`config.mk`:
```
export PLATFORM = sky130hd
export DESIGN_NAME = clk_prog_seq
export DESIGN_NICKNAME = d
export VERILOG_FILES = /design/src/rtl/clk_prog_seq.sv
export SDC_FILE = /design/constraint.sdc
export NUM_CORES = 1
export LEC_CHECK = 0
export BUFFER_PORTS_ARGS = -buffer_cell sky130_fd_sc_hd__buf_2
export CAP_MARGIN = 20
export CORE_MARGIN = 2
export CORE_UTILIZATION = 51
export CTS_BUF_LIST = sky130_fd_sc_hd__clkbuf_4 sky130_fd_sc_hd__clkbuf_8 sky130_fd_sc_hd__clkbuf_16
export CTS_CLUSTER_DIAMETER = 30
export DETAILED_ROUTE_END_ITERATION = 7
export PLACE_DENSITY = 0.78
export SYNTH_ARGS = -nofsm -noshare
export SYNTH_HDL_FRONTEND = slang
export SYNTH_SLANG_ARGS = --single-unit
```
`constraint.sdc`:
```
create_clock -name CLK -period 2.18 [get_ports CLK]
set_clock_uncertainty 0.15 [all_clocks]
set_input_delay 0.327 -clock CLK [delete_from_list [all_inputs] [get_ports CLK]]
set_output_delay 0.327 -clock CLK [all_outputs]
set_load 0.01 [all_outputs]
```
`src/rtl/clk_prog_seq.sv`:
```
// Serial programming sequencer for DCM_CLKGEN-style clock generators.
// Takes one (channel, M, D) request at a time, shifts LoadD / LoadM / GO to the
// selected generator over PROGEN/PROGDATA/PROGCLK, then waits for its PROGDONE.
module clk_prog_seq #(
  parameter int unsigned N_CLOCKS = 4,
  parameter int unsigned TIMEOUT  = 65535,
  parameter int unsigned GAP_BITS = 2
) (
  input  logic                CLK,
  input  logic                RST_N,
  input  logic                req_valid,
  output logic                req_ready,
  input  logic [3:0]          req_chan,
  input  logic [7:0]          req_m,
  input  logic [7:0]          req_d,
  output logic [N_CLOCKS-1:0] progen,
  output logic                progdata,
  output logic                progclk,
  input  logic [N_CLOCKS-1:0] progdone,
  output logic                busy,
  output logic                done,
  output logic                err_param,
  output logic                err_timeout
);

  localparam int unsigned TW = $clog2(TIMEOUT + 1);
  localparam logic [3:0] LastCmdBit = 4'd9;
  localparam logic [3:0] LastGapBit = 4'(GAP_BITS - 1);
  localparam logic [TW-1:0] TimeoutVal = TW'(TIMEOUT);
  localparam logic [TW-1:0] IgnoreCycles = TW'(4);

  typedef enum logic [2:0] {
    StIdle, StLoadD, StGap1, StLoadM, StGap2, StGo, StWaitDone, StFinish
  } state_e;

  state_e        state_q, state_d;
  logic          phase_q, phase_d;
  logic [3:0]    bit_q, bit_d;
  logic [TW-1:0] tcnt_q, tcnt_d;
  logic [3:0]    chan_q, chan_d;
  logic [7:0]    m_q, m_d;
  logic [7:0]    d_q, d_d;
  logic          timed_out_q, timed_out_d;
  logic          err_param_q, err_param_d;
  logic          ready_en_q;

  logic          accept;
  logic          bad_req;
  logic          sel_done;
  logic [3:0]    last_bit;
  state_e        after_st;
  logic          drive;
  logic [3:0]    data_idx;

  assign accept  = req_valid && req_ready;
  assign bad_req = ({1'b0, req_chan} >= 5'(N_CLOCKS)) || (req_m == 8'd0);

  // State register; ready_en_q holds req_ready low until one cycle after reset release.
  always_ff @(posedge CLK) begin
    if (!RST_N) begin
      state_q     <= StIdle;
      phase_q     <= 1'b0;
      bit_q       <= '0;
      tcnt_q      <= '0;
      chan_q      <= '0;
      m_q         <= '0;
      d_q         <= '0;
      timed_out_q <= 1'b0;
      err_param_q <= 1'b0;
      ready_en_q  <= 1'b0;
    end else begin
      state_q     <= state_d;
      phase_q     <= phase_d;
      bit_q       <= bit_d;
      tcnt_q      <= tcnt_d;
      chan_q      <= chan_d;
      m_q         <= m_d;
      d_q         <= d_d;
      timed_out_q <= timed_out_d;
      err_param_q <= err_param_d;
      ready_en_q  <= 1'b1;
    end
  end

  // Next-state logic: bit sequencing on the phase-1 cycle of each bit-time, done/timeout wait.
  always_comb begin
    state_d     = state_q;
    phase_d     = phase_q;
    bit_d       = bit_q;
    tcnt_d      = tcnt_q;
    chan_d      = chan_q;
    m_d         = m_q;
    d_d         = d_q;
    timed_out_d = timed_out_q;
    err_param_d = 1'b0;
    last_bit    = LastCmdBit;
    after_st    = StIdle;

    sel_done = 1'b0;
    for (int i = 0; i < int'(N_CLOCKS); i++) begin
      if (chan_q == 4'(i)) sel_done = progdone[i];
    end

    case (state_q)
      StIdle: begin
        phase_d = 1'b0;
        bit_d   = '0;
        tcnt_d  = '0;
        if (accept) begin
          chan_d = req_chan;
          m_d    = req_m;
          d_d    = req_d;
          if (bad_req) err_param_d = 1'b1;
          else         state_d     = StLoadD;
        end
      end
      StLoadD, StGap1, StLoadM, StGap2, StGo: begin
        case (state_q)
          StLoadD: begin last_bit = LastCmdBit; after_st = StGap1;     end
          StGap1:  begin last_bit = LastGapBit; after_st = StLoadM;    end
          StLoadM: begin last_bit = LastCmdBit; after_st = StGap2;     end
          StGap2:  begin last_bit = LastGapBit; after_st = StGo;       end
          default: begin last_bit = 4'd0;       after_st = StWaitDone; end
        endcase
        phase_d = ~phase_q;
        if (phase_q) begin
          if (bit_q == last_bit) begin
            bit_d   = '0;
            state_d = after_st;
            tcnt_d  = '0;
          end else begin
            bit_d = bit_q + 4'd1;
          end
        end
      end
      StWaitDone: begin
        phase_d = ~phase_q;
        tcnt_d  = (tcnt_q == TimeoutVal) ? tcnt_q : tcnt_q + TW'(1);
        // A PROGDONE seen on the last allowed cycle still counts as success.
        if ((tcnt_q >= IgnoreCycles) && sel_done) begin
          state_d     = StFinish;
          timed_out_d = 1'b0;
        end else if (tcnt_q + TW'(1) == TimeoutVal) begin
          state_d     = StFinish;
          timed_out_d = 1'b1;
        end
      end
      StFinish: begin
        phase_d = 1'b0;
        bit_d   = '0;
        state_d = StIdle;
      end
      default: state_d = StIdle;
    endcase
  end

  // Outputs decoded from registered state, so they only move on phase-0 entry.
  always_comb begin
    busy      = (state_q != StIdle);
    req_ready = (state_q == StIdle) && ready_en_q;
    progclk   = phase_q;
    drive     = (state_q == StLoadD) || (state_q == StLoadM) || (state_q == StGo);
    progen    = '0;
    for (int i = 0; i < int'(N_CLOCKS); i++) begin
      progen[i] = drive && (chan_q == 4'(i));
    end
    data_idx = bit_q - 4'd2;
    case (state_q)
      StLoadD: progdata = (bit_q == 4'd0) ? 1'b1 :
                          (bit_q == 4'd1) ? 1'b0 : d_q[data_idx[2:0]];
      StLoadM: progdata = (bit_q < 4'd2) ? 1'b1 : m_q[data_idx[2:0]];
      default: progdata = 1'b0;
    endcase
    done        = (state_q == StFinish) && !timed_out_q;
    err_timeout = (state_q == StFinish) && timed_out_q;
    err_param   = err_param_q;
  end

endmodule

```
==> metrics.txt <==
status=finished with violations; failing checks=negative setup slack; Synth Warn #=0; GRT Util Overall=around a quarter; Worst Path Required=between 1.5 and 2 ns; type of the most critical hold path=in2reg; initial antenna violation count=0; Area growth syn-to-layout=20.8%; total iterations of the first detailed-routing run=5; Post-synth EDFFs=0; final setup violation count=1; number of H-tree levels=2; largest net degree at the start of global routing=33; Critical Path Fanout Max=5; synth unique cells=53; most frequent cells in the layout=nand2_1 (74), dfxtp_1 (43), buf_2 (37); first-pass GRT wire length=11300 um; PwrDens=roughly 530 nW/um^2; routed wire length=~6700 um; clk slew on worst S/H paths=roughly 0.090 ns; Final Hold Vio Count=0; clock sinks=47; Tmin final=2.42 ns; Max Slew Vio Count=0; die area=approximately 5800 sq um; worst skew pair latency=0.30 ns; ys async rst share=0%; I/O Pins=38; diodes inserted=0; Max-Cap Viols=0; crit path max-delay cell type=mux4_2; mapped cell area=2640 sq um; nets=420; placed cell areas=3020 sq um; Antenna Nets Post-Route=0; final RePlAce weighted congestion=0.899; hold buffers post-CTS=0; via density per instance=5.75; CP cell instances=mux4_2 -> mux2i_1 -> a21oi_1 -> a211oi_2 -> a2111oi_2 -> buf_2; post-route design area=approximately 3200 sq um; Critical Path End Type=output pin; global-route met2 utilization=38.3%; Reg-to-Reg End=bit_q[1]; Clock Tree Buf Depth=2; Hold Path End=d_q[4]; layout filler cell count=423; number of synthesized register bits=47; grt total ovfl=0; grt peak-use layer=met2; worst vdd ir=514 uV; drt initial violations=325; # DRC=0; Cells after Synth=336; crit-path leading delay family=multiplexers; min-delay src=req_d[4]; IO Port Bufs=37; Die X-Extent=75.9 um; WP buf/inv=1; Worst R2R Setup Slack=0.12 ns; Mapped Avg Cell Area=7.85 sq um; slew at the pin with the worst max-slew slack=0.492 ns; Worst Hold Depth=3; proportion of layout cells with a drive suffix above 1=25.6%; fin cells=around 460; Worst path max stage delay=0.51 ns; most common cell after layout, fill and taps aside=nand2_1; Leakage=1.19 nW; sequential area share after synthesis=35.7%; TritonCTS buffer count=5; CTS tree=built; grt met3 use=around 4.8%; syn nets=between 300 and 400; Initial Utilization=52.3%; leading register cell type out of synthesis=dfxtp_1; Slew headroom=between 60% and 70%; met1 Use GR=about a third; f_max=412 MHz; vias in the first global route=2448; critical path type=reg2out; setup ws final=-0.244 ns; Inst Count DP=448; DPL Wire Length=4620 um; routed length per instance=14.7 um; core area=about 5000 sq um; Worst R2R Path Depth=7; R2R Path Start=bit_q[0]; Arr. time, crit path=about 2.0 ns; Tcrit/Tclk final=111%; total number of vias=between 2000 and 3000; Die Y=75.9 um; root buf cell=clkbuf_8; # rows=26; RSZ-0062 raised after global routing=yes; CP Launch Type=flip-flop
## metrics by stage
step           worst slack [ns]  total power [mW]  hold slack [ns]  setup TNS (ns)  util [%]
6_report                 -0.244              1.70            0.103          -0.244      63.2
3_5_place_dp            -0.0503              1.05            0.299         -0.0503      59.9
5_1_grt                  -0.371              1.76           0.0875          -0.371      63.2
4_1_cts                  -0.227              1.70           0.0938          -0.227      62.8
2_1_floorplan            0.0800             0.990            0.205               0         -
3_3_place_gp             0.0264              1.05            0.295               0      59.9
## tightest hold or removal path, delay by kind of cell
kind	cells	cell delay, ns
buf+inv	1	0.10
compound gates	1	0.05
simple gates	1	0.04
## cell usage after synthesis (3+ instances only)
master / instances / share of area (%)
and3_1: 6 / 1.4
ha_1: 7 / 3.3
nor4_1: 6 / 1.4
clkbuf_1: 11 / 1.6
o22ai_1: 6 / 1.4
mux4_2: 5 / 4.3
a31oi_1: 6 / 1.4
a221oi_1: 3 / 1.0
buf_2: 6 / 1.1
buf_4: 3 / 0.85
a21oi_1: 29 / 5.5
dfxtp_1: 47 / 36
nor3_1: 7 / 1.3
nand4_1: 6 / 1.4
inv_1: 12 / 1.7
nand3_1: 9 / 1.7
a211oi_1: 6 / 1.7
o21ai_0: 14 / 2.7
nor2_1: 23 / 3.3
xnor2_1: 3 / 1.0
xor2_1: 4 / 1.3
nand2_1: 74 / 11
or3_1: 3 / 0.71
## report_power, final
group	internal (mW)	switching, mW
Combinational	0.0613	0.0793
Clock	0.346	0.319
Sequential	0.877	0.0149
Total	1.28	0.414
## flip-flops by register name, indices dropped and copies added, names as in the netlist
signal	cells
m_q	8
err_param	1
ready_en_q	1
tcnt_q	16
d_q	8
state_q	3
bit_q	4
progclk	1
timed_out_q	1
chan_q	4
## metal layers
metal | wire, um | vias to the layer above
li1 | - | 1295
met4 | 129 | 0
met3 | 353 | 12
met2 | 3230 | 94
met5 | 0 | -
met1 | 3000 | 1228
## timing repair
item / CTS / global route
pin swaps: 1 / 1
setup buffers: 1 / 0
resized for setup: 7 / 7
setup endpoints to repair: 3 / 5
## kinds of logic after synthesis
kind of cell / share of synthesized area (%)
flops: 35.7
xor+xnor: 2.32
simple gates: 28.2
buf+inv: 5.69
fa+ha+maj: 3.32
compound gates: 20.1
mux: 4.65
## area by class of cell
type | count | area [sq um] | share of cell area, %
clock buffers | 5 | 68.8 | 2.16
clock inverters | 3 | 46.3 | 1.45
repair buffers | 64 | 400 | 12.6
flip-flops and latches | 47 | 951 | 29.8
well taps | 70 | 87.6 | 2.75
multi-input cells | 256 | 1590 | 49.8
inverters | 12 | 45.0 | 1.41
## how the worst max path moves through the flow
stage / cells after the start / from / end
after floorplan: 4 / bit_q[1] / progdata
after global placement: 6 / bit_q[1] / progdata
after detailed placement: 6 / bit_q[0] / progdata
after CTS: 6 / bit_q[1] / progdata
after global routing: 6 / bit_q[0] / progdata
final: 6 / bit_q[0] / progdata
(Power assumes the default switching activity.)
